==> src/rtl/great_top_ctrl.sv <==
// great_top_ctrl: single-phase-shift modulator for a dual-active-bridge converter.
// Generates complementary primary/secondary gate patterns, a per-period trigger,
// a mode code and latched DC-link over-voltage protection.
// Optional feature macro: GREAT_TOP_DEADTIME_EN (dead-time blanking of the first
// DT counts of each half period). Without it the patterns switch directly.
module great_top_ctrl #(
   parameter int PERIOD   = 1000,
   parameter int DT       = 10,
   parameter int PHI_GAIN = 4000,
   parameter int VMAX     = 3276
) (
   input  logic        clk,
   input  logic        rst_n,
   input  logic        sync,
   input  logic [13:0] Vdc1,
   input  logic [13:0] Vdc2,
   input  logic [13:0] Iref,
   output logic [3:0]  Sp,
   output logic [3:0]  Ss,
   output logic        trigger,
   output logic [1:0]  modo
);

   localparam int CW   = $clog2(PERIOD);
   localparam int HALF = PERIOD / 2;
   localparam int QTR  = PERIOD / 4;

   // Reject parameter sets the counter/pattern logic cannot represent.
   if ((PERIOD % 2) != 0 || DT >= HALF) begin : g_bad_param
      $error("great_top_ctrl: PERIOD must be even and DT < PERIOD/2");
   end

   logic [CW-1:0] pc_q, pc_d;
   logic [CW-1:0] phi_q, phi_d;
   logic          rev_q, rev_d;
   logic          fault_q, fault_d;
   logic [3:0]    sp_q, sp_d, ss_q, ss_d;
   logic          trig_q, trig_d;
   logic [1:0]    modo_q, modo_d;

   logic          ov;
   logic [13:0]   iref_abs;
   logic [31:0]   prod;
   logic [15:0]   phi_raw;
   logic [CW-1:0] phi_new;
   logic [CW:0]   sc_w;
   logic [CW-1:0] sc;

   // Gate pattern for one count: 1001 in the first half, 0110 in the second,
   // optionally blanked at the start of each half.
   function automatic logic [3:0] pattern(input logic [CW-1:0] x);
      logic [3:0] p;
      p = (x < CW'(HALF)) ? 4'b1001 : 4'b0110;
`ifdef GREAT_TOP_DEADTIME_EN
      if (((x < CW'(HALF)) ? x : (x - CW'(HALF))) < CW'(DT)) p = 4'b0000;
`endif
      return p;
   endfunction

   // Over-voltage detect and phase-shift magnitude from the current reference.
   always_comb begin
      ov       = (Vdc1 > 14'(VMAX)) || (Vdc2 > 14'(VMAX));
      iref_abs = Iref[13] ? (~Iref + 14'd1) : Iref;   // -8192 maps to 8192 unsigned
      prod     = 32'(iref_abs) * 32'(PHI_GAIN);
      phi_raw  = prod[31:16];
      phi_new  = (phi_raw > 16'(QTR)) ? CW'(QTR) : phi_raw[CW-1:0];
   end

   // Next-state: fault overrides everything, idle parks the counter, run modulates.
   always_comb begin
      pc_d    = pc_q;
      phi_d   = phi_q;
      rev_d   = rev_q;
      fault_d = fault_q | ov;
      sp_d    = 4'b0000;
      ss_d    = 4'b0000;
      trig_d  = 1'b0;
      modo_d  = 2'd0;
      sc_w    = '0;
      sc      = '0;
      if (fault_d) begin
         pc_d   = '0;
         modo_d = 2'd3;
      end else if (!sync) begin
         pc_d = '0;
      end else begin
         // Reference and direction are only taken at period start.
         if (pc_q == '0) begin
            phi_d = phi_new;
            rev_d = Iref[13];
         end
         if (rev_d) begin
            sc_w = {1'b0, pc_q} + {1'b0, phi_d};
            if (sc_w >= (CW+1)'(PERIOD)) sc_w = sc_w - (CW+1)'(PERIOD);
         end else begin
            sc_w = {1'b0, pc_q} + (CW+1)'(PERIOD) - {1'b0, phi_d};
            if (sc_w >= (CW+1)'(PERIOD)) sc_w = sc_w - (CW+1)'(PERIOD);
         end
         sc     = sc_w[CW-1:0];
         sp_d   = pattern(pc_q);
         ss_d   = pattern(sc);
         trig_d = (pc_q == '0);
         modo_d = rev_d ? 2'd2 : 2'd1;
         pc_d   = (pc_q == CW'(PERIOD-1)) ? '0 : pc_q + CW'(1);
      end
   end

   // State and registered outputs.
   always_ff @(posedge clk or negedge rst_n) begin
      if (!rst_n) begin
         pc_q    <= '0;
         phi_q   <= '0;
         rev_q   <= 1'b0;
         fault_q <= 1'b0;
         sp_q    <= 4'b0000;
         ss_q    <= 4'b0000;
         trig_q  <= 1'b0;
         modo_q  <= 2'd0;
      end else begin
         pc_q    <= pc_d;
         phi_q   <= phi_d;
         rev_q   <= rev_d;
         fault_q <= fault_d;
         sp_q    <= sp_d;
         ss_q    <= ss_d;
         trig_q  <= trig_d;
         modo_q  <= modo_d;
      end
   end

   assign Sp      = sp_q;
   assign Ss      = ss_q;
   assign trigger = trig_q;
   assign modo    = modo_q;

endmodule

==> config.mk <==
export PLATFORM = sky130hd
export DESIGN_NAME = great_top_ctrl
export DESIGN_NICKNAME = d
export VERILOG_FILES = /design/src/rtl/great_top_ctrl.sv
export SDC_FILE = /design/constraint.sdc
export NUM_CORES = 1
export LEC_CHECK = 0
export ABC_AREA = 1
export CAP_MARGIN = 20
export CORE_ASPECT_RATIO = 0.9
export CORE_MARGIN = 2
export CORE_UTILIZATION = 45
export CTS_BUF_LIST = sky130_fd_sc_hd__clkbuf_4 sky130_fd_sc_hd__clkbuf_8
export CTS_CLUSTER_DIAMETER = 60
export CTS_CLUSTER_SIZE = 24
export DETAILED_ROUTE_END_ITERATION = 8
export GPL_ROUTABILITY_DRIVEN = 0
export PLACE_DENSITY_LB_ADDON = 0.12
export SETUP_SLACK_MARGIN = 0.05
export SKIP_CTS_REPAIR_TIMING = 1
export SKIP_LAST_GASP = 1
export SLEW_MARGIN = 20
export SYNTH_ARGS = -nofsm -noshare
export SYNTH_HDL_FRONTEND = slang
export SYNTH_SLANG_ARGS = --single-unit
==> constraint.sdc <==
create_clock -name clk -period 4.22 [get_ports clk]
set_input_delay 0.844 -clock clk [delete_from_list [all_inputs] [get_ports clk]]
set_output_delay 0.844 -clock clk [all_outputs]
set_load 0.05 [all_outputs]
==> impl_metrics.csv <==
group,metric,value,unit
cts,clockRootBuffer,"clkbuf_8",
floorplan,start_util,46.34,%
worst_setup_path,end_kind,"flip-flop",
outcome,failed_checks,"setup timing",
route,detail_route.wl_per_cell,13.60,um
worst_setup_path,critPathMaxStageDelay,570,ps
floorplan,core,0.01278,sq mm
floorplan,std_cell_rows,39,
floorplan,top_level_ports,56,
logic_synthesis,ys_seq_elements,29,
route,post_drt_via_cell_ratio,5.005,
logic_synthesis,synth.distinct_cells,43,
logic_synthesis,synthTopCellsByArea,"ha_1 (16%), fa_1 (14%), nand2_1 (13%)",
logic_synthesis,async_reset_ff_share,100.0,%
sta,rsz0062_at_grt,"yes",
placed_design,placement.io_buffers,55,
worst_setup_path,critPathRequiredTime,4450,ps
global_routing,grt_util_met3,5.532,%
finish,antenna_cells,0,
worst_setup_path,r2r_start,"pc_q[1]",
floorplan,die_span_in_y,112.9,um
finish,fillers,1074,
sta,setup_violations,10,
hold_path,path_class_of_the_lowest_slack_min_delay_path,"reg2reg",
finish,drive_above_1_share,32.27,%
finish,layout.cells.most_common,"buf_4",
worst_setup_path,timing.critical_path.slowest_stage_cell,"fa_1",
sta,max_freq,126.5,MHz
finish,finalNonFillerCells,1320,
global_routing,number_of_global_route_vias_before_repair,6269,
cts,tritoncts_clock_tree,"done",
cts,numClockSinks,29,
global_routing,overflow,0,
worst_setup_path,rr_endpoint,"Ss[2]",
route,wirelength,17950,um
route,vias,6606,
worst_setup_path,critical_path.startpoint_type,"input pin",
logic_synthesis,synthesis.yosys.warnings,0,
worst_setup_path,worstSetupPathType,"in2reg",
route,initialDrtViolationCount,560,
cts,clk-insertion-delay-late,290,ps
global_routing,grt_max_degree,30,
logic_synthesis,dominant_cell_type_by_area_after_synthesis,"ha_1",
flow_run,max_cap_viol_count,0,
outcome,run_status,"finished, violations left",
route,antenna_violating_nets_post_route,0,
global_routing,grtUsageMet1,39.32,%
global_routing,grt_util_met2,38.21,%
placed_design,dp.final_hpwl,14860,um
global_routing,grt_pass1_wl,29770,um
hold_path,worst_hold_path.num_cells,2,
hold_path,min_from,"phi_q[8]",
finish,postLayoutCoreUtil,70.43,%
floorplan,die_area,0.01410,sq mm
finish,final-seq-area,725.7,sq um
finish,final_net_count,1319,
placed_design,post-place-ws,-4406,ps
sta,hold_viol_final,0,
worst_setup_path,crit_top_cell,"nand2_1",
floorplan,fp.dieW,124.9,um
finish,multiInputGateArea,0.005076,sq mm
logic_synthesis,syn_area,0.005924,sq mm
route,route.detailed.drc,0,
logic_synthesis,synth_ff_type,"dfrtp_1",
finish,mostFrequentLayoutCells,"buf_4 (198), nand2_1 (187), inv_1 (167)",
cts,clock_buffers_created_by_tritoncts,5,
worst_setup_path,critical_path_peak_fanout,7,
logic_synthesis,synth-edff-count,0,
worst_setup_path,reg2reg_slack,160,ps
global_routing,global_route_usage_over_all_layers,25.44,%
cts,clk_pin_slew_worst_paths,70,ps
cts,ctsLongestPathBuffers,2,
finish,p_r_area_growth_vs_syn,52.00,%
sta,final.setup.worst_slack,-3686,ps
sta,timing_worst_slew_pin_value,504.2,ps
placed_design,placedCellCount,1293,
sta,final_critical_path_required_period,7906,ps
cts,cts.htree.levels,2,
sta,timing.final.max_slew_violations,0,
logic_synthesis,synth.yosys.seq_area_share,12.25,%
sta,fin_worst_skew,12.32,ps
hold_path,destination_of_the_worst_hold_path,"phi_q[8]",
worst_setup_path,r2r.worst_path.cells,30,
logic_synthesis,synth.avg_cell_area,6.627,sq um
sta,relSlewSlack,66.28,%
global_routing,grt_antenna_before_repair,0,
global_routing,grt-busiest-layer,"met1",
worst_setup_path,startpoint,"Iref[1]",
worst_setup_path,worst_ep_arrival_time,8130,ps
sta,finalCritPeriodShare,187.3,%
route,drt_first_pass_iters,7,
logic_synthesis,synth_fp_nets,1058,
logic_synthesis,yosysTopAreaCellShare,16.47,%
logic_synthesis,post_synth_inst_count,894,
worst max path at each step:
stage | to
floorplan | Ss[0]
global placement | Ss[2]
detailed placement | Ss[2]
CTS | Ss[2]
global route | Ss[2]
finish | Ss[2]
kinds of logic after synthesis:
| logic type | share of synthesized area [%] |
|---|---|
| xor gates and xnor gates | 3.991 |
| AOI/OAI and AO/OA | 9.462 |
| DFF | 12.25 |
| adders and majority gates | 30.33 |
| buffers and inverters | 12.93 |
| and+or+nand+nor | 31.05 |
Yosys cell counts (2+ instances only):
master / n
a21boi_0: 3
nor2_1: 86
a31oi_1: 3
o211ai_1: 2
nor2_4: 3
buf_4: 4
nand4_1: 11
inv_1: 187
nand3b_1: 2
xnor2_1: 5
nand2_2: 6
nor3_1: 18
o21bai_1: 5
ha_1: 78
nor4_1: 3
xor2_1: 22
nand3_2: 3
clkbuf_1: 2
o21ai_1: 7
o21ai_0: 29
nor2_2: 4
a21o_1: 2
dfrtp_1: 29
inv_2: 7
nand3_1: 64
and2_1: 2
o21ai_2: 3
o22ai_1: 3
o311ai_0: 2
or2_2: 3
nand2_1: 211
fa_1: 41
or2_0: 2
a21oi_1: 33
per-stage QoR:
| step | TNS (ps) | hold WS (ps) | cell area [sq um] |
|---|---|---|---|
| 4_1_cts | -23290 | 493.0 | 8462 |
| 2_1_floorplan | -16180 | 453.4 | 6227 |
| 3_3_place_gp | -25500 | 474.0 | 8342 |
| 5_1_grt | -23370 | 539.9 | 9005 |
| 6_report | -19630 | 494.8 | 9005 |
| 3_5_place_dp | -26070 | 477.1 | 8342 |
state kept, by name, summed over array words and instances (netlist names):
register and cells:
pc_q 10, phi_q 10, Sp 2, Ss 2, modo 2, fault_q 1, rev_q 1, trigger 1
per-layer routing:
metal / wire length (um) / part of all wire (%) / up-vias
met3: 1483 / 8.3 / 14
met2: 7298 / 41 / 227
met4: 130 / 0.72 / 0
li1: - / - / 3338
met5: 0 / 0 / -
met1: 9040 / 50 / 3027
worst max-delay path, delay by kind of cell:
family | cells | cell delay (ps)
compound gates | 5 | 940
simple gates | 25 | 2310
xor+xnor | 1 | 180
buf+inv | 8 | 710
fa+ha+maj | 9 | 3140
layout make-up:
class	count	area share, %
Timing Repair Buffer	259	23.48
Inverter	194	8.476
Multi-Input combinational cell	666	56.37
Sequential cell	29	8.059
Clock inverter	1	0.3335
Clock buffer	7	1.000
Tap cell	164	2.279
Power is left out: the tool's default activity adds up to more than one toggle a clock period on the data nets, which glitch-free logic cannot reach.
